### config.mk
export PLATFORM = sky130hd
export DESIGN_NAME = countdown_timer
export DESIGN_NICKNAME = d
export VERILOG_FILES = /design/src/rtl/countdown_timer.sv
export SDC_FILE = /design/constraint.sdc
export NUM_CORES = 1
export LEC_CHECK = 0
export ABC_AREA = 1
export BUFFER_PORTS_ARGS = -buffer_cell sky130_fd_sc_hd__buf_2
export CAP_MARGIN = 15
export CORE_ASPECT_RATIO = 0.7
export CORE_UTILIZATION = 54
export CTS_CLUSTER_DIAMETER = 150
export CTS_CLUSTER_SIZE = 20
export DETAILED_ROUTE_END_ITERATION = 10
export PLACE_DENSITY_LB_ADDON = 0.3
export SLEW_MARGIN = 20
export SYNTH_ARGS = -nofsm -noshare
export SYNTH_HDL_FRONTEND = slang
export SYNTH_SLANG_ARGS = --single-unit
### constraint.sdc
create_clock -name clk -period 2 [get_ports clk]
set_input_delay 0.2 -clock clk [delete_from_list [all_inputs] [get_ports clk]]
set_output_delay 0.2 -clock clk [all_outputs]
set_load 0.01 [all_outputs]
### src/rtl/countdown_timer.sv
// ---------------------------------------------------------------------------
// countdown_timer
//
// Loadable down-counter / timer. A start value is loaded, then counting is
// started, paused (stop) or resumed (start). Each expiry produces a
// one-cycle terminal-count pulse (tc). A non-reloading expiry also sets a
// sticky done flag. With reload_en=1 the counter reloads on expiry and keeps
// running, which makes it a periodic tick generator.
//
// Optional feature macro: COUNTDOWN_PRESCALE_EN
//   When defined, this adds parameter PRESCALE_W and input port prescale.
//   The counter then advances once every prescale+1 clk cycles while running.
//   When the macro is not defined, the counter advances on every clk cycle in
//   RUN.
//
// Ports:
//   clk        in   clock. All state updates on its rising edge.
//   rst        in   synchronous active-high reset.
//   load       in   load load_val into the reload register and the count.
//   load_val   in   [WIDTH] value captured on load.
//   start      in   begin or resume counting. In DONE, restart from the
//                   reload value.
//   stop       in   pause counting (count held).
//   reload_en  in   reload on expiry instead of finishing.
//   prescale   in   [PRESCALE_W] tick divider (only with the macro).
//   count      out  [WIDTH] current count (registered).
//   busy       out  1 while counting (RUN).
//   tc         out  terminal-count pulse, one cycle per expiry.
//   done       out  sticky expiry flag. Cleared by load, start or rst.
// ---------------------------------------------------------------------------
module countdown_timer #(
    parameter int WIDTH = 8
`ifdef COUNTDOWN_PRESCALE_EN
    , parameter int PRESCALE_W = 4
`endif
) (
    input  logic                  clk,
    input  logic                  rst,
    input  logic                  load,
    input  logic [WIDTH-1:0]      load_val,
    input  logic                  start,
    input  logic                  stop,
    input  logic                  reload_en,
`ifdef COUNTDOWN_PRESCALE_EN
    input  logic [PRESCALE_W-1:0] prescale,
`endif
    output logic [WIDTH-1:0]      count,
    output logic                  busy,
    output logic                  tc,
    output logic                  done
);

    typedef enum logic [1:0] {
        ST_IDLE = 2'd0,
        ST_RUN  = 2'd1,
        ST_DONE = 2'd2
    } state_t;

    localparam logic [WIDTH-1:0] CNT_ZERO = {WIDTH{1'b0}};
    localparam logic [WIDTH-1:0] CNT_ONE  = {{(WIDTH-1){1'b0}}, 1'b1};

    state_t            state_q;
    logic [WIDTH-1:0]  count_q;
    logic [WIDTH-1:0]  reload_q;
    logic              busy_q;
    logic              tc_q;
    logic              done_q;
    logic              tick_s;
    logic [WIDTH-1:0]  count_dec_d;

`ifdef COUNTDOWN_PRESCALE_EN
    logic [PRESCALE_W-1:0] presc_q;
    localparam logic [PRESCALE_W-1:0] PRESC_ZERO = {PRESCALE_W{1'b0}};
    localparam logic [PRESCALE_W-1:0] PRESC_ONE  = {{(PRESCALE_W-1){1'b0}}, 1'b1};
`endif

    // Tick qualifier: the cycles in RUN on which the count may advance.
    always_comb begin
        tick_s      = 1'b0;
        count_dec_d = count_q - CNT_ONE;
        if (state_q == ST_RUN) begin
`ifdef COUNTDOWN_PRESCALE_EN
            tick_s = (presc_q == prescale);
`else
            tick_s = 1'b1;
`endif
        end else begin
            tick_s = 1'b0;
        end
    end

    // Control FSM with count, reload, flag and prescaler registers.
    always_ff @(posedge clk) begin
        if (rst) begin
            state_q  <= ST_IDLE;
            count_q  <= CNT_ZERO;
            reload_q <= CNT_ZERO;
            busy_q   <= 1'b0;
            tc_q     <= 1'b0;
            done_q   <= 1'b0;
`ifdef COUNTDOWN_PRESCALE_EN
            presc_q  <= PRESC_ZERO;
`endif
        end else begin
            // tc is a pulse. Only the expiry paths below raise it.
            tc_q <= 1'b0;
            if (load) begin
                // load aborts anything in progress and parks in IDLE
                reload_q <= load_val;
                count_q  <= load_val;
                state_q  <= ST_IDLE;
                busy_q   <= 1'b0;
                done_q   <= 1'b0;
`ifdef COUNTDOWN_PRESCALE_EN
                presc_q  <= PRESC_ZERO;
`endif
            end else if (stop) begin
                // stop beats start. It only has an effect while running.
                if (state_q == ST_RUN) begin
                    state_q <= ST_IDLE;
                    busy_q  <= 1'b0;
                end else begin
                    state_q <= state_q;
                end
`ifdef COUNTDOWN_PRESCALE_EN
                presc_q <= PRESC_ZERO;
`endif
            end else begin
                case (state_q)
                    ST_IDLE: begin
                        if (start) begin
                            if (count_q != CNT_ZERO) begin
                                // resume from the held count, no decrement yet
                                state_q <= ST_RUN;
                                busy_q  <= 1'b1;
                                done_q  <= 1'b0;
                            end else begin
                                // a zero count expires at once
                                state_q <= ST_DONE;
                                tc_q    <= 1'b1;
                                done_q  <= 1'b1;
                                busy_q  <= 1'b0;
                            end
`ifdef COUNTDOWN_PRESCALE_EN
                            presc_q <= PRESC_ZERO;
`endif
                        end else begin
                            state_q <= ST_IDLE;
                        end
                    end
                    ST_RUN: begin
                        if (tick_s) begin
`ifdef COUNTDOWN_PRESCALE_EN
                            presc_q <= PRESC_ZERO;
`endif
                            if (count_q == CNT_ONE) begin
                                tc_q <= 1'b1;
                                if (reload_en) begin
                                    count_q <= reload_q;
                                end else begin
                                    count_q <= CNT_ZERO;
                                    done_q  <= 1'b1;
                                    busy_q  <= 1'b0;
                                    state_q <= ST_DONE;
                                end
                            end else if (count_q != CNT_ZERO) begin
                                count_q <= count_dec_d;
                            end else begin
                                // unreachable guard: never underflow below 0
                                count_q <= CNT_ZERO;
                            end
                        end else begin
`ifdef COUNTDOWN_PRESCALE_EN
                            presc_q <= presc_q + PRESC_ONE;
`endif
                            count_q <= count_q;
                        end
                    end
                    ST_DONE: begin
                        if (start) begin
                            count_q <= reload_q;
                            if (reload_q != CNT_ZERO) begin
                                state_q <= ST_RUN;
                                busy_q  <= 1'b1;
                                done_q  <= 1'b0;
                            end else begin
                                // a zero reload value expires again immediately
                                tc_q   <= 1'b1;
                                done_q <= 1'b1;
                            end
`ifdef COUNTDOWN_PRESCALE_EN
                            presc_q <= PRESC_ZERO;
`endif
                        end else begin
                            state_q <= ST_DONE;
                        end
                    end
                    default: begin
                        state_q <= ST_IDLE;
                        busy_q  <= 1'b0;
                    end
                endcase
            end
        end
    end

    assign count = count_q;
    assign busy  = busy_q;
    assign tc    = tc_q;
    assign done  = done_q;

endmodule

==> results of run 1 <==
logic make-up (layout without fill, tap and decap cells):
logic type / after synthesis / in the layout
simple gates: 134 / 134
buf+inv: 42 / 65
compound gates: 27 / 27
flops: 21 / 21
fa+ha+maj: 7 / 7
xor+xnor: 4 / 4
worst max-delay path, cell delays in order, from the launching register on:
cell      delay [ns]
dfxtp_1         0.36
inv_1           0.09
ha_1            0.28
a21oi_1         0.16
o21ai_1         0.09
nand2_2         0.24
nand2_1         0.08
nand3b_1        0.17
nand2_1         0.08
inv_1           0.04
metrics by stage:
step                hold WS (ns)  util, %  power [mW]
finish                     0.233     66.0        1.13
CTS                        0.220     66.0        1.13
global placement           0.466     64.2       0.841
global route               0.231     66.0        1.20
floorplan                  0.363        -       0.761
detailed placement         0.477     64.2       0.844
state kept, by name, summed over array words and instances (netlist names):
signal / cells
reload_q: 8
count: 8
state_q: 2
busy: 1
done: 1
tc: 1
final timing paths:
check	start	to	slack, ns	depth (start not counted)
setup / recovery	state_q[0]	count[0]	0.33	9
hold / removal	load_val[7]	reload_q[7]	0.23	3
setup reg to reg	state_q[0]	count[0]	0.33	9
hold reg to reg	reload_q[2]	reload_q[2]	0.49	2
layout make-up:
class                      count  share of cell area (%)
timing repair buffer          24                    7.07
clock buffer                   3                    2.43
clock inverter                 1                   0.295
tap                           34                    2.51
sequential                    21                    24.8
multi-input combinational    172                    54.8
inverter                      37                    8.18
report_power, final:
part	total [mW]	internal [mW]	leakage [nW]	switching [mW]
Sequential	0.481	0.448	0.173	0.0325
Clock	0.287	0.139	0.0255	0.148
Combinational	0.363	0.132	0.685	0.232
synthesized netlist by cell type:
library cell,number
a21oi_1,10
buf_4,4
clkbuf_1,1
dfxtp_1,21
ha_1,7
inv_1,32
inv_2,5
nand2_1,56
nand2_2,4
nand2_4,2
nand3_1,13
nand3_2,1
nand3b_1,7
nand4_1,10
nor2_1,34
nor2_2,1
nor2_4,4
nor2_8,1
nor3b_1,1
o21ai_0,4
o21ai_1,9
o21ai_2,1
o21ai_4,1
o22ai_1,2
xor2_1,4
metal layers:
layer / share of wire [%] / routed length (um) / track usage [%]
met1: 55 / 1950 / 39.4
met4: 0.57 / 20 / 4.35
met2: 37 / 1310 / 34.8
met5: 0 / 0 / 0
met3: 7.1 / 250 / 8.17
==> flow_metrics.tcl, run 1 <==
set metrics [dict create \
    status "finished clean" \
    final_nets 280 \
    wl_per_cell_um 12.1 \
    slew_viol_final 0 \
    drtPass1Iterations 5 \
    dp.final_hpwl_um 2700 \
    netlist.area_leader.share_pct 27.6 \
    grt_overflow 0 \
    critPathCaptureType "register" \
    place_congestion 0.993 \
    worst_slew_pin_slew_ns 0.411 \
    vias 1475 \
    synthMuxAreaShare_pct 0 \
    nFillCells 228 \
    grt_start_max_net_pins 17 \
    post-route-worst-setup-slack_ns 0.334 \
    cts_resized 0 \
    startpoint_type "register" \
    remaining_drc_errors 0 \
    ir_drop_mv 0.464 \
    clk_path_buf_depth 2 \
    cp.required_ns 2.17 \
    die_area_um2 3040 \
    grt_pass1_vias 1260 \
    cellPowerDensity_nw_per_um2 666 \
    cts_num_sinks 21 \
    finalSetupTns_ns 0 \
    seqCellArea_um2 420 \
    crit_fanout 15 \
    layout_common_cells "56 x nand2_1, 34 x nor2_1, 32 x inv_1, 24 x buf_2, 21 x dfxtp_1" \
    die_height_um 46.4 \
    yosys_warnings 0 \
    vias_per_cell 5.05 \
    synth_compound_area_share_pct 10.0 \
    max_cap_violations 0 \
    setup.worst_path.class "reg2reg" \
    synth-simple-area-share_pct 43.0 \
    relSlewSlack_pct 72.5 \
    final_common_cell "nand2_1" \
    place_ws_ns 0.363 \
    io_pins 25 \
    post_cts_buffers 0 \
    antenna_found_initial 0 \
    synth_xor_area_share_pct 2.30 \
    setup_viol 0 \
    arrival_ns 1.84 \
    dpl_cell_area_um2 1650 \
    min_period_ns 1.67 \
    post_route_cells_drive_above_1_share_pct 18.6 \
    instances_no_fill 292 \
    area_delta_synth_final_pct 11.5 \
    min_period_over_period_pct 83.3 \
    yosys-top-cells-area "dfxtp_1 28%, nand2_1 14%, nor2_1 8.4%" \
    die_x_um 65.5 \
    numCtsBuffers 3 \
    htree_levels 1 \
    synth_seq_cells 21 \
    initial_core_util_pct 59.2 \
    leakage_nw 0.884 \
    synth_cell_types 25 \
    path_clk_slew_ns 0.09 \
    final_antenna_net_count 0 \
    cts_tree "built" \
    hold_class "in2reg" \
    hold_viol 0 \
    io_buffers 24 \
    syn_inst 235 \
    rsz0062_at_grt "no" \
    clock_tree.root_cell "clkbuf_8" \
    synth_area_leader_cell "dfxtp_1" \
    synth_area_um2 1520 \
    grtUsageTotal_pct 25.9 \
    grt_pass1_wl_um 5750 \
    diodes 0 \
    avgSynthCellArea_um2 6.48 \
    stdcell_area_um2 1700 \
    multi_input_area_um2 930 \
    synth_top_family_by_area "simple AND/OR/NAND/NOR gates" \
    fmax_mhz 600 \
    coreArea_um2 2570 \
    clk-insertion-delay-late_ns 0.27 \
    num_rows 15 \
    drt_iter0_markers 110 \
    finClkSkew_ns 0.00813 \
    synthAdderAreaFrac_pct 5.75 \
    hold_buffers 0 \
    ys_seq_area_share_pct 27.6 \
    routed_wirelength_um 3520 \
    dp_cells 288 \
    synth_nets 256 \
]
(Power assumes the default switching activity.)
==> inputs of run 2 (changes only) <==
CORE_UTILIZATION = 50   (was 54)
clock period = 1.3 ns   (was 2 ns; I/O delays follow)
==> run 2 against run 1 <==
The run now ends with setup timing left. Fmax grew 3.0%. Cell count grew 16%. Via count grew 26%. Largest power group is now combinational logic. Combinational power grew 130%. Final area grew 33%.
==> flow_metrics.tcl, run 2 (same netlist as run 1, synthesis figures left out) <==
set metrics [dict create \
    status "finished, violations left" \
    violations "setup timing" \
    worst_slew_pin_slew_ns 0.358 \
    htree_levels 1 \
    relSlewSlack_pct 76.1 \
    hold_class "in2reg" \
    vias_per_cell 5.48 \
    post_route_cells_drive_above_1_share_pct 44.6 \
    final_antenna_net_count 0 \
    die_height_um 48.2 \
    place_congestion 0.860 \
    ir_drop_mv 0.750 \
    final_nets 325 \
    nFillCells 179 \
    r2r-start "state_q[0]" \
    final_common_cell "nand2_1" \
    slew_viol_final 0 \
    die_x_um 68.0 \
    cts_tree "built" \
    leakage_nw 1.13 \
    rsz0062_at_grt "yes" \
    grt_overflow 0 \
    finClkSkew_ns 0.00297 \
    setup_viol 13 \
    path_common_cell "inv_1" \
    antenna_found_initial 0 \
    routed_wirelength_um 4990 \
    grt_pass1_vias 1464 \
    crit_fanout 4 \
    cts_num_sinks 21 \
    max_cap_violations 0 \
    cellPowerDensity_nw_per_um2 911 \
    clock_tree.root_cell "clkbuf_8" \
    grtUsageTotal_pct 28.4 \
    diodes 0 \
    instances_no_fill 339 \
    io_buffers 24 \
    min_period_over_period_pct 124 \
    initial_core_util_pct 53.6 \
    area_delta_synth_final_pct 48.3 \
    fin_util_pct 79.4 \
    hold_buffers 0 \
    hp-start "load_val[4]" \
    drtPass1Iterations 5 \
    r2r_slack_ns -0.32 \
    layout_common_cells "49 x nand2_1, 39 x buf_4, 28 x inv_1, 24 x buf_2, 23 x nor2_1" \
    grt_start_max_net_pins 14 \
    arrival_ns 1.80 \
    die_area_um2 3270 \
    grt_pass1_wl_um 6580 \
    hold_ws_ns 0.131 \
    vias 1858 \
    dp.final_hpwl_um 3190 \
    whs_path_depth 3 \
    ff2ff_path_depth 9 \
    reg2reg_to "count[1]" \
    wl_per_cell_um 14.7 \
    startpoint_type "register" \
    coreArea_um2 2840 \
    hold_viol 0 \
    cp.required_ns 1.48 \
    cp_cell_sequence "buf_4 -> ha_4 -> o21ai_4 -> nand2_2 -> buf_6 -> o21ai_2 -> inv_1 -> nand2_1 -> inv_1" \
    finalPower_mw 2.06 \
    numCtsBuffers 3 \
    dpl_cell_area_um2 2000 \
    stdcell_area_um2 2260 \
    dp_cells 330 \
    remaining_drc_errors 0 \
    critPathCaptureType "register" \
    clk_path_buf_depth 2 \
    post-route-worst-setup-slack_ns -0.318 \
    drt_iter0_markers 157 \
    num_rows 16 \
    setup.worst_path.class "reg2reg" \
    path_clk_slew_ns 0.09 \
    whs_endpoint "reload_q[4]" \
    clk-insertion-delay-late_ns 0.28 \
    io_pins 25 \
    fmax_mhz 618 \
    cpPeakStageDelay_ns 0.33 \
    min_period_ns 1.62 \
    slowest_stage "dfxtp_2" \
]
## run 2: changes by cell type in the layout (fill, tap and decap cells not counted), sizes merged
| cell | change |
|---|---|
| clkinv | -1 |
| nand2 | +1 |
| clkinvlp | +1 |
| buf | +44 |
## run 2: worst max-delay path: cells and delay by family, from the launching register on
kind / cells / cell delay (ns)
flops: 1 / 0.33
buf+inv: 4 / 0.42
fa+ha+maj: 1 / 0.18
simple gates: 2 / 0.21
compound gates: 2 / 0.37
## run 2: repair_timing
item                                    CTS  global route
cloned                                    1             0
resized for setup                        20            29
endpoints found under the setup margin   13            13
setup buffers                             0             4
pin swaps                                 7            15
## run 2: area by class of cell
cell class                      count  area (um^2)  area share [%]
Inverter                           37          141            6.26
Tap cell                           36         45.0            1.99
Clock buffer                        3         41.3            1.83
Multi-Input combinational cell    173         1130            49.9
Timing Repair Buffer               68          469            20.8
Clock inverter                      1         7.51           0.332
Sequential cell                    21          427            18.9
## run 2: per-layer routing
metal / up-vias / GRT usage [%] / wire, um
li1: 882 / - / -
met5: - / 0 / 0
met2: 120 / 40.0 / 2110
met4: 0 / 10.0 / 173
met3: 23 / 7.24 / 491
met1: 833 / 41.7 / 2220
## run 2: where the power goes
part / leakage (nW) / total (mW) / internal [mW] / switching (mW)
registers: 0.175 / 0.725 / 0.689 / 0.0358
logic: 0.934 / 0.853 / 0.357 / 0.495
clock network: 0.0217 / 0.479 / 0.218 / 0.261
total: 1.13 / 2.06 / 1.26 / 0.792
## run 2: how the worst max path moves through the flow
| stage | start | endpoint | slack [ns] | cells after the start |
|---|---|---|---|---|
| after detailed placement | state_q[0] | count[2] | -0.17 | 10 |
| after global routing | state_q[0] | count[6] | -0.41 | 11 |
| after CTS | state_q[0] | count[7] | -0.15 | 10 |
| final | state_q[0] | count[1] | -0.32 | 9 |
| after floorplan | state_q[1] | count[3] | -0.07 | 10 |
| after global placement | count[0] | state_q[0] | -0.17 | 8 |
## run 2: through the flow
step,worst slack [ns],TNS (ns)
3_5_place_dp,-0.167,-1.59
2_1_floorplan,-0.0737,-0.538
5_1_grt,-0.405,-3.34
3_3_place_gp,-0.165,-1.43
6_report,-0.318,-2.54
4_1_cts,-0.148,-1.20
==> inputs of run 3 (changes only) <==
CTS_CLUSTER_DIAMETER = unset   (was 150)
PLACE_DENSITY = 0.75   (was unset)
PLACE_DENSITY_LB_ADDON = unset   (was 0.3)
==> run 3 against run 2 <==
The run still ends with setup timing left. Final area shrank 5.5%. First-iteration DRC count shrank 55%. Sequential power grew 0.6%. Core utilization shrank 4.4 points. Via count shrank 13%. Clock skew grew 0.0059 ns. Die area is the same. Critical path depth is the same. Worst setup slack gained 0.22 ns. Wire length shrank 22%. Highest routed layer unchanged.
==> flow_metrics.tcl, run 3 (same netlist as run 1, synthesis figures left out) <==
set metrics [dict create \
    min_period_over_period_pct 107 \
    final_antenna_net_count 0 \
    initial_core_util_pct 53.6 \
    clk_path_buf_depth 2 \
    final_common_cell "nand2_1" \
    post-route-worst-setup-slack_ns -0.0970 \
    crit_fanout 4 \
    vias 1624 \
    post_route_cells_drive_above_1_share_pct 40.5 \
    leakage_nw 1.06 \
    rsz0062_at_grt "yes" \
    dp_cells 319 \
    cp.required_ns 1.52 \
    hold_viol 0 \
    path_clk_slew_ns 0.09 \
    htree_levels 1 \
    die_area_um2 3270 \
    hold_class "in2reg" \
    violations "setup timing" \
    startpoint_type "register" \
    remaining_drc_errors 0 \
    coreArea_um2 2840 \
    cellPowerDensity_nw_per_um2 916 \
    antenna_found_initial 0 \
    drt_iter0_markers 70 \
    die_x_um 68.0 \
    grt_pass1_wl_um 5960 \
    setup.worst_path.class "reg2reg" \
    routed_wirelength_um 3920 \
    wl_per_cell_um 12.0 \
    diodes 0 \
    ir_drop_mv 0.752 \
    min_period_ns 1.40 \
    cts_tree "built" \
    layout_common_cells "53 x nand2_1, 29 x buf_4, 27 x inv_1, 24 x nor2_1, 24 x buf_2" \
    relSlewSlack_pct 78.1 \
    place_congestion 0.950 \
    io_pins 25 \
    fin_util_pct 75.0 \
    nFillCells 218 \
    slew_viol_final 0 \
    vias_per_cell 5.00 \
    grtUsageTotal_pct 25.3 \
    instances_no_fill 325 \
    clk-insertion-delay-late_ns 0.27 \
    numCtsBuffers 3 \
    cts_num_sinks 21 \
    drtPass1Iterations 4 \
    max_cap_violations 0 \
    arrival_ns 1.61 \
    status "finished, violations left" \
    setup_viol 12 \
    num_rows 16 \
    final_nets 311 \
    fmax_mhz 716 \
    io_buffers 24 \
    grt_pass1_vias 1289 \
    worst_slew_pin_slew_ns 0.328 \
    dp.final_hpwl_um 2960 \
    grt_overflow 0 \
    die_height_um 48.2 \
    grt_start_max_net_pins 15 \
    area_delta_synth_final_pct 40.1 \
    critPathCaptureType "register" \
    clock_tree.root_cell "clkbuf_8" \
    finClkSkew_ns 0.00884 \
]
## run 3: changes by cell type in the layout (fill, tap and decap cells not counted), moves of 2 or more
cell,before,now
buf_4,39,29
nand2_2,11,6
o21ai_1,2,7
buf_6,5,1
nand2_1,49,53
o21ai_0,3,0
nand3_1,11,9
o21ai_2,7,5
## run 3: final timing paths
kind                from           to  slack, ns  cells after the start
min          load_val[3]  reload_q[3]       0.14                      3
min reg2reg  reload_q[2]  reload_q[2]       0.49                      2
max             count[1]     count[4]       -0.1                      9
max reg2reg     count[1]     count[4]       -0.1                      9
## run 3: layer usage
| layer | up-vias | GRT usage, % | routed length, um |
|---|---|---|---|
| met5 | - | 0 | 0 |
| met2 | 53 | 33.5 | 1570 |
| li1 | 858 | - | - |
| met1 | 711 | 41.2 | 2050 |
| met4 | 0 | 2.50 | 12 |
| met3 | 2 | 5.61 | 273 |
## run 3: final cells by class
class / instances / area, um^2 / share of cell area, %
flip-flops and latches: 21 / 428 / 20.1
inverters: 37 / 141 / 6.63
clock buffers: 3 / 41.3 / 1.94
clock inverters: 1 / 7.51 / 0.352
well taps: 36 / 45.0 / 2.11
repair buffers: 54 / 349 / 16.4
multi-input cells: 173 / 1120 / 52.6
## run 3: repair_timing
action | 4_1_cts | 5_1_grt
resized for setup | 23 | 22
hold buffers | 0 | 0
buffers inserted | 1 | 0
endpoints found under the setup margin | 13 | 13
gates cloned | 1 | 0
pin swaps | 6 | 8
## run 3: power breakdown
part           leakage (nW)  total (mW)  switching [mW]  internal [mW]
clock network        0.0217       0.451           0.234          0.217
logic                 0.863       0.773           0.448          0.325
registers             0.175       0.729          0.0394          0.690
## run 3: worst max-delay path, cell delays in order (launching register included)
cell and delay, ns:
dfxtp_2 0.34, inv_2 0.06, buf_4 0.13, ha_1 0.21
nand2_1 0.09, xor2_1 0.16, nand3_1 0.10, nand3b_1 0.14
nand2_1 0.06, inv_1 0.04
## run 3: through the flow
stage	cell area [um^2]	TNS, ns	hold slack (ns)	power (mW)	setup slack (ns)
3_3_place_gp	1910	-1.10	0.427	1.41	-0.162
2_1_floorplan	1570	-0.538	0.293	1.18	-0.0737
5_1_grt	2130	-1.98	0.150	2.09	-0.213
6_report	2130	-0.726	0.143	1.95	-0.0970
4_1_cts	2060	-0.568	0.140	1.92	-0.0718
3_5_place_dp	1910	-1.11	0.431	1.42	-0.131
